[config.mk]
export PLATFORM = sky130hd
export DESIGN_NAME = framebuffer_arbiter_flat
export DESIGN_NICKNAME = d
export VERILOG_FILES = /design/src/rtl/framebuffer_arbiter_pkg.sv /design/src/rtl/framebuffer_arbiter_if.sv /design/src/rtl/framebuffer_arbiter_sync_fifo.sv /design/src/rtl/framebuffer_arbiter.sv /design/src/flat_wrapper.sv
export SDC_FILE = /design/constraint.sdc
export NUM_CORES = 1
export LEC_CHECK = 0
export BUFFER_PORTS_ARGS = -buffer_cell sky130_fd_sc_hd__buf_2
export CORE_ASPECT_RATIO = 2
export CORE_MARGIN = 10
export CORE_UTILIZATION = 60
export CTS_CLUSTER_DIAMETER = 80
export DETAILED_ROUTE_END_ITERATION = 8
export PLACE_DENSITY_LB_ADDON = 0.1
export SLEW_MARGIN = 5
export SYNTH_ARGS = -nofsm -noshare
export SYNTH_HDL_FRONTEND = slang
export SYNTH_SLANG_ARGS = --single-unit
[constraint.sdc]
create_clock -name clk -period 12.3 [get_ports clk]
set_input_delay 1.23 -clock clk [delete_from_list [all_inputs] [get_ports clk]]
set_output_delay 1.23 -clock clk [all_outputs]
set_load 0.05 [all_outputs]
[src/rtl/framebuffer_arbiter_pkg.sv]
// framebuffer_arbiter_pkg: shared widths, SRAM read latency and arbiter state type
package framebuffer_arbiter_pkg;
  localparam int DEF_ADDR_W = 20;
  localparam int DEF_DATA_W = 18;
  localparam int DEF_READ_LATENCY = 4;
  typedef enum logic {READ_PRI, FORCE_WR} arb_state_t;
endpackage

[src/rtl/framebuffer_arbiter_if.sv]
// framebuffer_arbiter_if: capture/display handshakes and SRAM command port
interface framebuffer_arbiter_if import framebuffer_arbiter_pkg::*; #(
  parameter int ADDR_W = DEF_ADDR_W,
  parameter int DATA_W = DEF_DATA_W
);
  logic wr_valid, wr_ready;
  logic [ADDR_W-1:0] wr_addr;
  logic [DATA_W-1:0] wr_data;
  logic rd_req_valid, rd_req_ready;
  logic [ADDR_W-1:0] rd_req_addr;
  logic rd_resp_valid;
  logic [DATA_W-1:0] rd_resp_data;
  logic sram_read_enable, sram_write_enable;
  logic [ADDR_W-1:0] sram_r_addr, sram_w_addr;
  logic [DATA_W-1:0] sram_data_in, sram_data_out;
  modport master (
    output wr_valid, wr_addr, wr_data, rd_req_valid, rd_req_addr, sram_data_out,
    input wr_ready, rd_req_ready, rd_resp_valid, rd_resp_data,
    input sram_read_enable, sram_write_enable, sram_r_addr, sram_w_addr, sram_data_in
  );
  modport slave (
    input wr_valid, wr_addr, wr_data, rd_req_valid, rd_req_addr, sram_data_out,
    output wr_ready, rd_req_ready, rd_resp_valid, rd_resp_data,
    output sram_read_enable, sram_write_enable, sram_r_addr, sram_w_addr, sram_data_in
  );
endinterface

[src/rtl/framebuffer_arbiter_sync_fifo.sv]
// sync_fifo: first-word-fall-through FIFO, synchronous reset, full/empty flags
module sync_fifo #(
  parameter int WIDTH = 38,
  parameter int DEPTH = 16
) (
  input  logic             clk,
  input  logic             reset,
  input  logic             push,
  input  logic [WIDTH-1:0] din,
  input  logic             pop,
  output logic [WIDTH-1:0] dout,
  output logic             full,
  output logic             empty
);
  localparam int AW = $clog2(DEPTH);
  logic [WIDTH-1:0] mem [DEPTH];
  logic [AW-1:0] wptr, rptr;
  logic [AW:0] count;
  logic do_push, do_pop;
  assign full = count == (AW+1)'(DEPTH);
  assign empty = count == '0;
  assign do_push = push && !full;
  assign do_pop = pop && !empty;
  assign dout = mem[rptr];
  always_ff @(posedge clk) begin
    if (reset) begin
      wptr <= '0;
      rptr <= '0;
      count <= '0;
    end else begin
      if (do_push) mem[wptr] <= din;
      wptr <= wptr + AW'(do_push);
      rptr <= rptr + AW'(do_pop);
      count <= count + (AW+1)'(do_push) - (AW+1)'(do_pop);
    end
  end
endmodule

[src/rtl/framebuffer_arbiter.sv]
// framebuffer_arbiter: read-priority SRAM port arbiter with buffered writes.
// Define FRAMEBUFFER_ARBITER_STARVE_GUARD_EN to enable the write starvation guard.
module framebuffer_arbiter import framebuffer_arbiter_pkg::*; #(
  parameter int ADDR_W = DEF_ADDR_W,
  parameter int DATA_W = DEF_DATA_W,
  parameter int WFIFO_DEPTH = 16,
  parameter int READ_LATENCY = DEF_READ_LATENCY,
  parameter int STARVE_LIMIT = 8
) (
  input logic clk,
  input logic reset,
  framebuffer_arbiter_if.slave bus
);
  logic [ADDR_W+DATA_W-1:0] wf_dout;
  logic wf_full, wf_empty, rd_grant, wr_issue;
  logic [READ_LATENCY-1:0] vld;
  assign bus.wr_ready = !reset && !wf_full;
  assign rd_grant = bus.rd_req_valid && bus.rd_req_ready;
  sync_fifo #(.WIDTH(ADDR_W+DATA_W), .DEPTH(WFIFO_DEPTH)) u_wfifo (
    .clk(clk), .reset(reset),
    .push(bus.wr_valid && bus.wr_ready), .din({bus.wr_addr, bus.wr_data}),
    .pop(wr_issue), .dout(wf_dout), .full(wf_full), .empty(wf_empty)
  );
`ifdef FRAMEBUFFER_ARBITER_STARVE_GUARD_EN
  localparam int CW = $clog2(STARVE_LIMIT + 1);
  arb_state_t state;
  logic [CW-1:0] cnt;
  logic at_limit;
  assign at_limit = cnt == CW'(STARVE_LIMIT - 1);
  assign bus.rd_req_ready = !reset && state == READ_PRI;
  assign wr_issue = !wf_empty && (state == FORCE_WR || !bus.rd_req_valid);
  always_ff @(posedge clk) begin
    if (reset) begin
      state <= READ_PRI;
      cnt <= '0;
    end else if (state == FORCE_WR) begin
      state <= READ_PRI;
      cnt <= '0;
    end else if (wf_empty || wr_issue) begin
      cnt <= '0;
    end else if (rd_grant) begin
      state <= at_limit ? FORCE_WR : READ_PRI;
      cnt <= at_limit ? '0 : cnt + 1'b1;
    end
  end
`else
  assign bus.rd_req_ready = !reset;
  assign wr_issue = !wf_empty && !bus.rd_req_valid;
`endif
  // valid bits track issued reads so responses align to the fixed SRAM latency
  always_ff @(posedge clk) begin
    if (reset) begin
      bus.sram_read_enable <= 1'b0;
      bus.sram_write_enable <= 1'b0;
      bus.sram_r_addr <= '0;
      bus.sram_w_addr <= '0;
      bus.sram_data_in <= '0;
      bus.rd_resp_valid <= 1'b0;
      bus.rd_resp_data <= '0;
      vld <= '0;
    end else begin
      bus.sram_read_enable <= rd_grant;
      bus.sram_write_enable <= wr_issue;
      if (rd_grant) bus.sram_r_addr <= bus.rd_req_addr;
      if (wr_issue) {bus.sram_w_addr, bus.sram_data_in} <= wf_dout;
      vld <= READ_LATENCY'({vld, bus.sram_read_enable});
      bus.rd_resp_valid <= vld[READ_LATENCY-1];
      if (vld[READ_LATENCY-1]) bus.rd_resp_data <= bus.sram_data_out;
    end
  end
endmodule

[src/flat_wrapper.sv]
// flat-port wrapper written by rule: the top's interface ports become plain ports
module framebuffer_arbiter_flat import framebuffer_arbiter_pkg::*;
#(
  parameter int ADDR_W = DEF_ADDR_W,
  parameter int DATA_W = DEF_DATA_W,
  parameter int WFIFO_DEPTH = 16,
  parameter int READ_LATENCY = DEF_READ_LATENCY,
  parameter int STARVE_LIMIT = 8
)
  (clk, reset, bus_wr_valid, bus_wr_addr, bus_wr_data, bus_rd_req_valid, bus_rd_req_addr, bus_sram_data_out, bus_wr_ready, bus_rd_req_ready, bus_rd_resp_valid, bus_rd_resp_data, bus_sram_read_enable, bus_sram_write_enable, bus_sram_r_addr, bus_sram_w_addr, bus_sram_data_in);
  framebuffer_arbiter_if #(.ADDR_W(ADDR_W), .DATA_W(DATA_W)) bus_i ();
  input logic clk;
  input logic reset;
  input wire logic [$bits(bus_i.wr_valid)-1:0] bus_wr_valid;
  input wire logic [$bits(bus_i.wr_addr)-1:0] bus_wr_addr;
  input wire logic [$bits(bus_i.wr_data)-1:0] bus_wr_data;
  input wire logic [$bits(bus_i.rd_req_valid)-1:0] bus_rd_req_valid;
  input wire logic [$bits(bus_i.rd_req_addr)-1:0] bus_rd_req_addr;
  input wire logic [$bits(bus_i.sram_data_out)-1:0] bus_sram_data_out;
  output wire logic [$bits(bus_i.wr_ready)-1:0] bus_wr_ready;
  output wire logic [$bits(bus_i.rd_req_ready)-1:0] bus_rd_req_ready;
  output wire logic [$bits(bus_i.rd_resp_valid)-1:0] bus_rd_resp_valid;
  output wire logic [$bits(bus_i.rd_resp_data)-1:0] bus_rd_resp_data;
  output wire logic [$bits(bus_i.sram_read_enable)-1:0] bus_sram_read_enable;
  output wire logic [$bits(bus_i.sram_write_enable)-1:0] bus_sram_write_enable;
  output wire logic [$bits(bus_i.sram_r_addr)-1:0] bus_sram_r_addr;
  output wire logic [$bits(bus_i.sram_w_addr)-1:0] bus_sram_w_addr;
  output wire logic [$bits(bus_i.sram_data_in)-1:0] bus_sram_data_in;
  assign bus_i.wr_valid = bus_wr_valid;
  assign bus_i.wr_addr = bus_wr_addr;
  assign bus_i.wr_data = bus_wr_data;
  assign bus_i.rd_req_valid = bus_rd_req_valid;
  assign bus_i.rd_req_addr = bus_rd_req_addr;
  assign bus_i.sram_data_out = bus_sram_data_out;
  assign bus_wr_ready = bus_i.wr_ready;
  assign bus_rd_req_ready = bus_i.rd_req_ready;
  assign bus_rd_resp_valid = bus_i.rd_resp_valid;
  assign bus_rd_resp_data = bus_i.rd_resp_data;
  assign bus_sram_read_enable = bus_i.sram_read_enable;
  assign bus_sram_write_enable = bus_i.sram_write_enable;
  assign bus_sram_r_addr = bus_i.sram_r_addr;
  assign bus_sram_w_addr = bus_i.sram_w_addr;
  assign bus_sram_data_in = bus_i.sram_data_in;
  framebuffer_arbiter #(.ADDR_W(ADDR_W), .DATA_W(DATA_W), .WFIFO_DEPTH(WFIFO_DEPTH), .READ_LATENCY(READ_LATENCY), .STARVE_LIMIT(STARVE_LIMIT)) u_core (.clk(clk), .reset(reset), .bus(bus_i));
endmodule
[Yosys cells after proc, flatten, opt, wreduce, memory -nomap -nowiden]
Memories as Yosys holds them, arrays and structs flattened. A register that Yosys moved wholly into a read port is not among the register bits.
Cells that the tools add are included.
Word-level totals
  register bits: 58
  RAM bits: 608
  output and inout port bits: 81
  logic and storage cells: 29
  memories: 1
Memories
  u_core.u_wfifo.mem: depth 16, width 38, read ports 1, clocked after memory_dff 1, write ports 1, line framebuffer_arbiter_sync_fifo.sv:16  | logic [WIDTH-1:0] mem [DEPTH];
Operators by class
  $add $sub $neg: 4
  eq/ne operators: 1
  muxes and demuxes: 3
  reductions and logical operators: 11
Operator list (number)
  $add 4x1->4: 2
  $logic_and 1x1->1: 6
  $add 5x1->5: 1
  $eq 5x5->1 const B: 1
  $logic_not 5->1: 1
  $sub 5x1->5: 1
  $logic_not 1->1: 4
  $mux 1: 3

[Longest topological paths before layout]
  depth after elaboration: 8
  depth in mapped cells: 13
  gate-level depth less buffers: 13

[By module]
Synthesis repeated with hierarchy kept, for this count alone.
Unflattened totals
  cell total of the unflattened synthesis: 1498
  area, all modules: 27322.5 um2
Modules (own cells, without submodules)
  sync_fifo: times used 1, cells each 1184, area an instance 24188.2 um2, sequential area each 18517.8 um2
  framebuffer_arbiter: times used 1, cells each 314, area an instance 3134.3 um2, sequential area each 1661.6 um2

[Least setup slack after synthesis]
Ideal clock, no wire load.
  path type: input to register
  start point: in reset
  end point: mem u_core.u_wfifo.mem[0][0], enable pin
  library setup time: 0.481 ns
  arrival: 4.774 ns
  required time: 11.819 ns
  slack: 7.046 ns
  stages on the path: 4
  buffers on the path: 1
  path through: clkbuf_1 a311oi_2 or3b_1 nor3_1
On the way
  cells in the longest elaborated chain, start to end: 7
RTL lines
  start: declaration: line flat_wrapper.sv:13  | input logic reset;
  $logic_not 1->1: line framebuffer_arbiter.sv:17  | assign bus.wr_ready = !reset && !wf_full;
  $logic_and 1x1->1: line framebuffer_arbiter.sv:17
  $logic_and 1x1->1: line framebuffer_arbiter.sv:21  | .push(bus.wr_valid && bus.wr_ready), .din({bus.wr_addr, bus.wr_data}),
  $logic_and 1x1->1: line framebuffer_arbiter_sync_fifo.sv:22  | assign do_push = push && !full;
  $mux 1: line framebuffer_arbiter_sync_fifo.sv:31  | if (do_push) mem[wptr] <= din;
  $mux 1 *: line framebuffer_arbiter_sync_fifo.sv:26  | if (reset) begin
  $mux 1 (not written as such) *: line framebuffer_arbiter_sync_fifo.sv:31
  end: declaration: line framebuffer_arbiter_sync_fifo.sv:16
Mark *: on every way between the ends. The rest lies on a longest branch, timed or not.

==> results_dict.tcl <==
set metrics [dict create \
    postSynth.asyncResetShare 0 \
    drt-initial-drc-count 1122 \
    rsz0062_at_grt "false" \
    cts_made_buffers 56 \
    ys_seq_area_frac 0.7635 \
    p_per_area_nw_per_um2 190.7 \
    cts_htree_levels 2 \
    drt_wl_total_mm 57.51 \
    maxCapViolCount 0 \
    syn_nets 1331 \
    tightest_slew_ns 1.112 \
    fin_crit_sh 0.2963 \
    drc 0 \
    nFillCells 2777 \
    ant_nets 0 \
    cts_tree "yes" \
    pwr-share-seq 0.481 \
    crit_chain "buf_4, buf_4, mux4_1, mux2_2, a22oi_1, o21ai_0" \
    dieWidth_um 168.4 \
    die-area_um2 53360 \
    critPathLaunch "u_core.u_wfifo.rptr[0]$_SDFF_PP0_" \
    min_period_ns 3.644 \
    clockBufferDepth 3 \
    drive_gt1_frac 0.3322 \
    coreArea_um2 43510 \
    syn_inst 1240 \
    cts_hold_buf 0 \
    post_cts_buffers 0 \
    crit_slowest_cell "buf_4" \
    critPathRequiredTime_ns 12.72 \
    power_mw 5.686 \
    p_comb_frac 0.183 \
    hold_path_class "reg -> reg" \
    final_cell_mix "608 x edfxtp_1, 160 x buf_2, 146 x mux4_2" \
    ys_ff_latch 704 \
    globalRouteOverflowTotal 0 \
    cellLeakagePower_nw 9.714 \
    dp.cells 1910 \
    n_antenna_cell 0 \
    start_util 0.6075 \
    drtPass1Iterations 5 \
    synth.distinct_cells 39 \
    num_rows 108 \
    start_kind "flop" \
    synth_area_per_cell_um2 21.32 \
    grt_pass1_vias 13490 \
    p_sw_mw 1.470 \
    gp_congestion 0.7874 \
    ir_drop_uv 170.9 \
    clk-insertion-delay-late_ns 0.59 \
    synth_edf_count 608 \
    area_delta_synth_final_pct 12.83 \
    fin_worst_skew_ns 0.01308 \
    ios 161 \
    hold_viol 0 \
    yosys_warnings 0 \
    pwr-share-clk 0.336 \
    crit_type "reg -> reg" \
    dp_hpwl_mm 34.89 \
    grt_pass1_wl_mm 86.19 \
    setup_tns_ns 0 \
    die_height_um 316.8 \
    vias_per_cell 6.260 \
    preCtsSetupSlack_ns 8.416 \
    wl_per_cell_um 28.53 \
    drv_slew 0 \
    ys.flop_type "edfxtp_1" \
    cp-end-kind "flop" \
    vias 12620 \
    relSlewSlack 0.2585 \
    cts.repair.resized 0 \
    cts.sinks 704 \
    timing.fmax_ghz 0.2744 \
    io_buffers 160 \
    nets 1509 \
    cp_max_fo 50 \
    sw_frac_of_total 0.2585 \
    worstPathArrival_ns 4.07 \
    status "complete, no violations" \
    syn_area_um2 26430 \
    internal_power_mw 4.216 \
    final_common_cell "edfxtp_1" \
    cp_top_family "buffers and inverters" \
    reg2reg_from "u_core.u_wfifo.rptr[0]$_SDFF_PP0_" \
    hold_path_startpoint "u_core.vld[0]$_SDFF_PP0_" \
    setup_violations 0 \
    path_buf_inv 2 \
    antenna_found_initial 0 \
    cts-root-buf "clkbuf_16" \
    critPathMostFrequentCell "buf_4" \
    layout_setup_ws_ns 8.656 \
    layout.cells.non_filler 2016 \
    clk_pin_slew_ns 0.07 \
    grt_max_degree 63 \
    slowest_delay_ns 0.83 \
    grt_usage 0.2154 \
]
## synthesized netlist by cell type, types with 2 or more instances
cell,number,area [µm²]
mux2i_1,76,760.7
nor2_1,58,217.7
edfxtp_1,608,18260
mux4_2,146,3288
a22oi_1,38,285.3
nor2b_1,13,81.33
nor3_1,6,30.03
dfxtp_1,96,1922
buf_8,2,30.03
buf_1,8,30.03
buf_2,12,60.06
nand2b_1,3,18.77
clkbuf_1,27,101.4
nand3_1,4,20.02
buf_4,3,22.52
xor2_1,3,26.28
xnor2_1,3,26.28
o21ai_0,36,180.2
mux4_1,6,157.7
a21oi_1,2,10.01
buf_6,13,146.4
mux2_2,38,427.9
clkbuf_4,3,22.52
inv_1,10,37.54
nand3b_1,2,15.01
o21ai_1,2,10.01
ha_1,10,125.1
## stage by stage
stage / hold slack (ns) / utilization / cell area [µm²]
after global placement: 0.4286 / 0.6399 / 27840
after detailed placement: 0.4363 / 0.6399 / 27840
after global routing: 0.4676 / 0.6854 / 29820
after floorplan: 0.4138 / - / 26430
after CTS: 0.4572 / 0.6854 / 29820
final: 0.4493 / 0.6854 / 29820
## path summary, 6_finish.rpt
path	end	slack (ns)	depth (start not counted)
hold reg to reg	u_core.vld[1]$_SDFF_PP0_	0.45	1
setup / recovery	u_core.bus.sram_w_addr[18]$_SDFFE_PP0P_	8.66	6
setup reg to reg	u_core.bus.sram_w_addr[18]$_SDFFE_PP0P_	8.66	6
hold / removal	u_core.vld[1]$_SDFF_PP0_	0.45	1
## power groups by stage
stage / Sequential, mW / Clock (mW) / Combinational (mW)
2_1_floorplan: 2.89 / 0 / 0.677
3_3_place_gp: 2.79 / 0 / 1.06
3_5_place_dp: 2.79 / 0 / 1.06
4_1_cts: 2.74 / 1.95 / 1.06
5_1_grt: 2.74 / 2.02 / 1.11
6_report: 2.74 / 1.91 / 1.04
## area by class of cell
type	count	area (µm²)	share of cell area
flip-flops and latches	704	20190	0.6770
multi-input cells	457	5908	0.1981
clock buffers	76	1568	0.05257
repair buffers	189	1018	0.03415
well taps	550	688.2	0.02308
clock inverters	30	411.6	0.01380
inverters	10	37.54	0.001259
## cell families after synthesis
| kind of cell | Yosys count | share of synthesized area |
|---|---|---|
| multiplexers | 266 | 0.1753 |
| adder cells (fa/ha/maj) | 11 | 0.005491 |
| flip-flops | 704 | 0.7635 |
| AO/OA/AOI/OAI | 83 | 0.02002 |
| AND/OR/NAND/NOR | 91 | 0.01614 |
| buffers and inverters | 79 | 0.01756 |
| XOR/XNOR | 6 | 0.001989 |
## registers in the layout, summed over array words and instances (netlist names), 4 cells and up
name,count
u_core.u_wfifo.count,5
u_core.bus.sram_w_addr,20
u_core.bus.sram_data_in,18
u_core.vld,4
u_core.u_wfifo.wptr,4
u_core.bus.sram_r_addr,20
u_core.u_wfifo.rptr,4
u_core.bus.rd_resp_data,18
u_core.u_wfifo.mem,608
## per-layer routing
metal  up-vias  part of all wire  wire length, µm  global-route usage
li1       5418                 -                -                   -
met1      6633              0.38            21980              0.2739
met2       488              0.53            30230              0.3740
met3        82             0.067             3858             0.03795
met4         0             0.025             1436             0.06235
met5         -                 0                0                   0
No activity file was read; power rests on OpenSTA's default activity.
